==> config.mk <==
export PLATFORM = sky130hd
export DESIGN_NAME = step_counter_flat
export DESIGN_NICKNAME = d
export VERILOG_FILES = /design/src/rtl/step_counter_pkg.sv /design/src/rtl/step_counter_if.sv /design/src/rtl/tick_prescaler.sv /design/src/rtl/step_counter.sv /design/src/flat_wrapper.sv
export SDC_FILE = /design/constraint.sdc
export NUM_CORES = 1
export LEC_CHECK = 0
export BUFFER_PORTS_ARGS = -buffer_cell sky130_fd_sc_hd__clkbuf_2
export CAP_MARGIN = 20
export CORE_ASPECT_RATIO = 2
export CORE_UTILIZATION = 25
export DETAILED_ROUTE_END_ITERATION = 7
export PLACE_DENSITY = 0.49
export SKIP_CTS_REPAIR_TIMING = 1
export SLEW_MARGIN = 0
export SYNTH_ARGS = -nofsm -noshare
export SYNTH_HDL_FRONTEND = slang
export SYNTH_HIERARCHICAL = 1
export SYNTH_SLANG_ARGS = --single-unit
==> constraint.sdc <==
create_clock -name clk -period 4.1 [get_ports clk]
set_clock_uncertainty 0.15 [all_clocks]
set_input_delay 0.41 -clock clk [delete_from_list [all_inputs] [get_ports clk]]
set_output_delay 0.41 -clock clk [all_outputs]
set_load 0.02 [all_outputs]
==> src/rtl/step_counter_pkg.sv <==
// Shared constants for the step_counter slice.
// Direction and overflow encodings plus default widths.
package step_counter_pkg;

    localparam logic DIR_UP    = 1'b0;
    localparam logic DIR_DOWN  = 1'b1;
    localparam logic MODE_WRAP = 1'b0;
    localparam logic MODE_SAT  = 1'b1;

    localparam int DEF_WIDTH      = 8;
    localparam int DEF_PRESCALE_W = 4;

endpackage

==> src/rtl/step_counter_if.sv <==
// Control and status bundle of the step counter.
// The master drives controls; the slave (counter) returns status.
interface step_counter_if #(
    parameter int WIDTH      = 8,
    parameter int PRESCALE_W = 4
);

    logic                  ena;
    logic                  load;
    logic [WIDTH-1:0]      load_val;
    logic                  dir;
    logic [WIDTH-1:0]      step;
    logic                  sat;
    logic [PRESCALE_W-1:0] div;
    logic [WIDTH-1:0]      cmp_val;
    logic [WIDTH-1:0]      count;
    logic                  tc;
    logic                  match;

    modport master (
        output ena, load, load_val, dir, step, sat, div, cmp_val,
        input  count, tc, match
    );

    modport slave (
        input  ena, load, load_val, dir, step, sat, div, cmp_val,
        output count, tc, match
    );

endinterface

==> src/rtl/tick_prescaler.sv <==
// Clock-enable divider: one tick every div+1 enabled cycles.
// A clear restarts the phase and suppresses the tick.
module tick_prescaler #(
    parameter int PRESCALE_W = 4
) (
    input  logic                  clk,
    input  logic                  rst_n,
    input  logic                  ena,
    input  logic                  clr,
    input  logic [PRESCALE_W-1:0] div,
    output logic                  tick
);

    logic [PRESCALE_W-1:0] pcnt;
    logic                  wrap;

    // >= keeps the period bounded when div is lowered mid-run
    assign wrap = (pcnt >= div);
    assign tick = ena & ~clr & wrap;

    always_ff @(posedge clk or negedge rst_n) begin
        if (!rst_n) begin
            pcnt <= '0;
        end else if (clr) begin
            pcnt <= '0;
        end else if (ena) begin
            if (wrap) pcnt <= '0;
            else      pcnt <= pcnt + 1'b1;
        end
    end

endmodule

==> src/rtl/step_counter.sv <==
// Loadable up/down counter with programmable step, wrap/saturate,
// prescaled tick, terminal-count pulse and compare-match flag.
module step_counter
    import step_counter_pkg::*;
#(
    parameter int WIDTH      = DEF_WIDTH,
    parameter int PRESCALE_W = DEF_PRESCALE_W
) (
    input  logic          clk,
    input  logic          rst_n,
    step_counter_if.slave bus
);

    logic             tick;
    logic [WIDTH-1:0] count_q;
    logic             tc_q;
    logic             match_q;
    logic [WIDTH:0]   sum;
    logic             oor;
    logic [WIDTH-1:0] count_next;
    logic             tc_next;

    tick_prescaler #(
        .PRESCALE_W(PRESCALE_W)
    ) u_pre (
        .clk  (clk),
        .rst_n(rst_n),
        .ena  (bus.ena),
        .clr  (bus.load),
        .div  (bus.div),
        .tick (tick)
    );

    // Bit WIDTH is the carry (up) or the borrow (down)
    always_comb begin
        if (bus.dir == DIR_DOWN)
            sum = {1'b0, count_q} - {1'b0, bus.step};
        else
            sum = {1'b0, count_q} + {1'b0, bus.step};
        oor = sum[WIDTH];
    end

    // tick is gated by load, so the two arms never overlap
    always_comb begin
        count_next = count_q;
        tc_next    = 1'b0;
        unique case (1'b1)
            bus.load: begin
                count_next = bus.load_val;
            end
            tick: begin
                count_next = sum[WIDTH-1:0];
                if (oor) begin
                    tc_next = 1'b1;
                    if (bus.sat == MODE_SAT)
                        count_next = (bus.dir == DIR_DOWN) ? '0 : '1;
                end
            end
            default: ;
        endcase
    end

    always_ff @(posedge clk or negedge rst_n) begin
        if (!rst_n) begin
            count_q <= '0;
            tc_q    <= 1'b0;
            match_q <= 1'b0;
        end else begin
            count_q <= count_next;
            tc_q    <= tc_next;
            match_q <= (count_next == bus.cmp_val);
        end
    end

    assign bus.count = count_q;
    assign bus.tc    = tc_q;
    assign bus.match = match_q;

endmodule

==> src/flat_wrapper.sv <==
// flat-port wrapper written by rule: the top's interface ports become plain ports
module step_counter_flat import step_counter_pkg::*;
#(
    parameter int WIDTH      = DEF_WIDTH,
    parameter int PRESCALE_W = DEF_PRESCALE_W
)
  (clk, rst_n, bus_ena, bus_load, bus_load_val, bus_dir, bus_step, bus_sat, bus_div, bus_cmp_val, bus_count, bus_tc, bus_match);
  step_counter_if #(.WIDTH(WIDTH), .PRESCALE_W(PRESCALE_W)) bus_i ();
  input  logic clk;
  input  logic rst_n;
  input wire logic [$bits(bus_i.ena)-1:0] bus_ena;
  input wire logic [$bits(bus_i.load)-1:0] bus_load;
  input wire logic [$bits(bus_i.load_val)-1:0] bus_load_val;
  input wire logic [$bits(bus_i.dir)-1:0] bus_dir;
  input wire logic [$bits(bus_i.step)-1:0] bus_step;
  input wire logic [$bits(bus_i.sat)-1:0] bus_sat;
  input wire logic [$bits(bus_i.div)-1:0] bus_div;
  input wire logic [$bits(bus_i.cmp_val)-1:0] bus_cmp_val;
  output wire logic [$bits(bus_i.count)-1:0] bus_count;
  output wire logic [$bits(bus_i.tc)-1:0] bus_tc;
  output wire logic [$bits(bus_i.match)-1:0] bus_match;
  assign bus_i.ena = bus_ena;
  assign bus_i.load = bus_load;
  assign bus_i.load_val = bus_load_val;
  assign bus_i.dir = bus_dir;
  assign bus_i.step = bus_step;
  assign bus_i.sat = bus_sat;
  assign bus_i.div = bus_div;
  assign bus_i.cmp_val = bus_cmp_val;
  assign bus_count = bus_i.count;
  assign bus_tc = bus_i.tc;
  assign bus_match = bus_i.match;
  step_counter #(.WIDTH(WIDTH), .PRESCALE_W(PRESCALE_W)) u_core (.clk(clk), .rst_n(rst_n), .bus(bus_i));
endmodule
# Word-level counts from Yosys, hierarchy flattened
# Index checks and enable logic that the tools add are counted.
# word_totals
inputBits,34
output_inout_bits,10
reg_bits,14
# classes
n_eq_ne,1
magnitude_cmp,1
reduce_logical,1
bitwise,3
n_mux,10
n_addsub,3
# op_table
op,n
2-to-1 mux 8 bit,3
case mux 8 bit (2 select lines),1
2-to-1 mux 4 bit,3
adder 8 x 8 -> 9 bit,1
2-to-1 mux 9 bit,1
subtractor 8 x 8 -> 9 bit,1
== test 8 bit,1
"adder 4 x 1 -> 4 bit, second input constant",1
>= comparator 4 bit,1
bitwise AND 1 bit,2
2-to-1 mux 1 bit,2
nonzero test 2 bit,1
NOT 1 bit,1

# Depth between registers and ports, before layout
# depth
ltp_word,6
ltp_mapped,14
ltp_nobuf,14

# Hierarchy
# The synthesis kept the hierarchy.
# modules_own_cells
mod,instances,cells_each,area_per_inst_um2
step_counter,1,128,1161.1
tick_prescaler,1,35,342.8

# Worst setup path before layout
# Ideal clock, no wire load.
# synth_timing
kind,input to register
startpoint,in bus_dir
endpoint,"reg u_core.match_q, in the netlist u_core/bus.match"
n_path_buf,1
stages,11
t_required_ns,3.854
t_arrival_ns,3.276
setup_slack_ns,0.579
cell_sequence,clkbuf_1 -> mux2_2 -> fa_1 -> nor2b_4 -> o2111ai_2 -> a31oi_4 -> mux2i_4 -> a21oi_2 -> or3_1 -> a221o_1 -> nor4_2
# synth_between
elab_chain_cells,5
word_cells_on_any_way,6
# synth_rtl
item,line_no,text
"start, declared",flat_wrapper.sv:14,input wire logic [$bits(bus_i.dir)-1:0] bus_dir;
2-to-1 mux 9 bit / 2-to-1 mux 8 bit (equally long branches),"step_counter.sv:36, step_counter.sv:56",
2-to-1 mux 8 bit,step_counter.sv:55,if (bus.sat == MODE_SAT)
2-to-1 mux 8 bit *,step_counter.sv:53,if (oor) begin
case mux 8 bit (2 select lines) *,step_counter.sv:47,unique case (1'b1)
== test 8 bit *,step_counter.sv:71,match_q <= (count_next == bus.cmp_val);
"end signal, assigned",step_counter.sv:71,
"end, declared",step_counter.sv:17,logic match_q;
# Mark *: on every way between the ends. The rest lies on a longest branch, timed or not.
# A chain may end at the register's enable or synchronous reset.

# Worst setup path in the final report
# layout_timing
startpoint,in bus_step[0]
endpoint,"reg u_core.match_q, in the netlist u_core/bus.match"
# layout_between
elab_chain_cells,6
word_cells_on_any_way,7
# layout_rtl
item,line_no,text
"start, declared",flat_wrapper.sv:15,input wire logic [$bits(bus_i.step)-1:0] bus_step;
adder 8 x 8 -> 9 bit / subtractor 8 x 8 -> 9 bit (equally long branches),"step_counter.sv:39, step_counter.sv:37",
2-to-1 mux 9 bit *,step_counter.sv:36,if (bus.dir == DIR_DOWN)
2-to-1 mux 8 bit,step_counter.sv:55,
2-to-1 mux 8 bit *,step_counter.sv:53,
case mux 8 bit (2 select lines) *,step_counter.sv:47,
net u_core.count_next[5],step_counter.sv:20,logic [WIDTH-1:0] count_next;
== test 8 bit *,step_counter.sv:71,
# The timed path passes the listed nets; every way through them passes the cells marked *.

==> results.yml <==
run_status:
  outcome: "finished with violations"
  violations: "design-rule violations"
final_layout:
  fin_nets: 264
  layout-drive-gt1-share_pct: 31.8
  fillers: 632
  layout-area-overhead-vs-synth_pct: 28.0
  mostFrequentLayoutCell: "clkbuf_2"
  seqCellArea_um2: 350
  diodes: 0
  final_cell_mix: "43 x clkbuf_2, 17 x xnor2_1, 14 x inv_1, 14 x ha_1, 14 x dfrtp_1"
  multiInputGateArea_um2: 1090
route:
  vias_per_cell: 5.02
  vias: 1381
  drc_errors: 11
  route.met2.wl_um: 2360
  totalWireLength_um: 4150
  met1_length_um: 1540
  wl_met3_um: 135
  ant_nets: 0
  highest_layer: "met4"
  wl_per_cell_um: 15.1
  drtIter0Drc: 52
  drt-pass1-iter-count: 6
setup_path:
  crit_slowest_cell: "fa_1"
  critPathRequiredTime_ns: 4.09
  arrival_ns: 3.56
  worstPathMaxFanout: 3
  cp-end-kind: "flip-flop"
  path_class: "in -> reg"
  r2r_end: "u_core/bus.match"
  crit_buf_inv: 2
  worstRegToRegCells: 13
  reg2reg_slack_ns: 0.73
  path_cells: "clkbuf_2, inv_1, ha_1, mux2_2, fa_1, nor2b_4, o2111ai_2, a31oi_4, mux2_2, o311ai_2, xnor2_1, o211ai_1, nor4_2"
  crit_path_max_incr_delay_ns: 0.46
  cpMostUsedCell: "mux2_2"
  start_kind: "input pin"
  regToRegStartpoint: "u_core/u_pre/pcnt[0]"
  crit_family: "compound AO/OA/AOI/OAI gates"
power:
  power_density_nw_per_um2: 339
  switchingPower_mw: 0.223
  intPower_mw: 0.430
  pwr-share-comb_pct: 43.8
  seqPwrFrac_pct: 25.1
  report.power.total_mw: 0.653
  clkPwrFrac_pct: 31.1
  p_leak_nw: 0.901
  ir_drop_v: 0.000114
  swShare_pct: 34.2
placement:
  io_buffers: 43
  dp_hpwl_um: 3600
  gp_congestion: 0.915
  post-place-ws_ns: 0.300
cts:
  clkTransAtPathRegs_ns: 0.05
  cts_max_level: 1
  clk_latency_ns: 0.24
  tritoncts: "done"
  cts_made_buffers: 3
  numClockSinks: 14
  clockRootBuffer: "clkbuf_16"
  cts_max_path_buffers: 2
floorplan:
  die_w_um: 56.8
  ioPinCount: 44
  die-area_um2: 6350
  core-area_um2: 5760
  die_h_um: 112
  initial_utilization_pct: 26.1
  rows: 39
min_path:
  holdPathEnd: "u_core/bus.count[1]"
  whs_path_depth: 3
  holdCritPathClass: "in -> reg"
  min-delay-start: "bus_load_val[1]"
global_routing:
  grt-ovfl-total: 0
  grt_pass1_vias: 1465
  track_usage_pct: 14.1
  antenna_found_initial: 0
  grt_pass1_wl_um: 6840
  grt_max_degree: 15
synth:
  syn_nets: 212
  ys_types: 49
  synth_seq_area_share_pct: 23.3
  synth_area_leader_cell: "dfrtp_1"
  netlist_instances: 163
  ys_ff_latch: 14
  yosysWarnings: 6
  synth_edf_count: 0
  synth-async-reset-ratio_pct: 100
  ys_top_cells_by_area: "dfrtp_1 23%, ha_1 12%, xnor2_1 9.9%"
  synth_area_um2: 1500
  synth_ff_type: "dfrtp_1"
  yosys.area.top_type_share_pct: 23.3
  syn_area_per_cell_um2: 9.23
sta:
  slew_violations: 0
  final.setup.tns_ns: 0
  setup_violations: 0
  fin_ws_ns: 0.528
  slew_headroom_pct: 68.1
  finalCritPeriodShare_pct: 87.1
  rsz0062_at_grt: "no"
  worstMarginPinSlew_ns: 0.477
  hold_violations: 0
  period_minus_slack_ns: 3.57
  fmax_mhz: 280
run:
  cap_violations: 0
per-stage QoR:
step	hold slack, ns	cell area (um^2)	util, %	std cells
floorplan	-0.0356	1500	-	163
global placement	0.196	1830	31.7	270
detailed placement	0.202	1830	31.7	270
CTS	-0.0595	1910	33.2	274
global route	0.337	1920	33.4	275
finish	0.311	1920	33.4	275
cells by family (layout without fill, tap and decap cells):
logic type | after synthesis | in the layout | share of synthesized area, %
simple gates | 47 | 47 | 18.7
compound gates | 46 | 46 | 25.0
xor+xnor | 19 | 19 | 11.1
buf+inv | 16 | 67 | 3.99
fa+ha+maj | 15 | 15 | 13.0
flops | 14 | 14 | 23.3
mux | 6 | 6 | 4.99
per-layer routing:
metal | vias to the layer above | global-route usage (%)
li1 | 696 | -
met1 | 646 | 14.3
met2 | 33 | 27.2
met3 | 6 | 1.74
met4 | 0 | 6.83
met5 | - | 0
state kept, by name, indices dropped and copies added, names as in the netlist:
register,cells
u_core/bus.count,8
u_core/u_pre/pcnt,4
u_core/bus.match,1
u_core/bus.tc,1
power groups by stage:
stage | registers, mW | clock network (mW) | logic (mW)
2_1_floorplan | 0.174 | 0 | 0.197
3_3_place_gp | 0.166 | 0 | 0.287
3_5_place_dp | 0.165 | 0 | 0.287
4_1_cts | 0.164 | 0.206 | 0.288
5_1_grt | 0.165 | 0.215 | 0.315
6_report | 0.164 | 0.203 | 0.286
cell usage after synthesis, drive strengths merged, types with 3 or more instances:
master / count
nor2: 13
nor3: 3
nor3b: 3
inv: 14
a21oi: 11
dfrtp: 14
nand2: 6
nand2b: 8
mux2i: 4
xnor2: 17
ha: 14
o21ai: 4
o211ai: 6
a22oi: 8
a31oi: 3
o21a: 3
area by class of cell:
class | count | area share (%)
clock buffer | 4 | 4.62
inverter | 14 | 2.73
timing repair buffer | 49 | 13.7
multi-input combinational | 133 | 56.8
sequential | 14 | 18.2
tap | 61 | 3.97
worst register-to-register path: stages (launching register included):
cell and delay, ns:
dfrtp_1 0.39, inv_1 0.07, ha_1 0.27, nand2b_4 0.15
a2111oi_4 0.46, nor4b_1 0.11, buf_4 0.17, nor2_1 0.37
a22oi_1 0.17, nand2_1 0.11, a2bb2oi_1 0.24, xnor2_1 0.17
o211ai_1 0.15, nor4_2 0.32
worst max path at each step:
stage,startpoint,end,slack (ns),cells after the start
final,bus_step[0],u_core/bus.match,0.53,13
after global placement,bus_step[0],u_core/bus.match,0.41,13
after global routing,bus_step[2],u_core/bus.match,0.32,13
after detailed placement,bus_step[0],u_core/bus.match,0.30,13
after floorplan,bus_dir,u_core/bus.match,0.58,11
after CTS,bus_step[0],u_core/bus.match,0.53,13
Note: power is estimated with default switching activity, not from simulation.
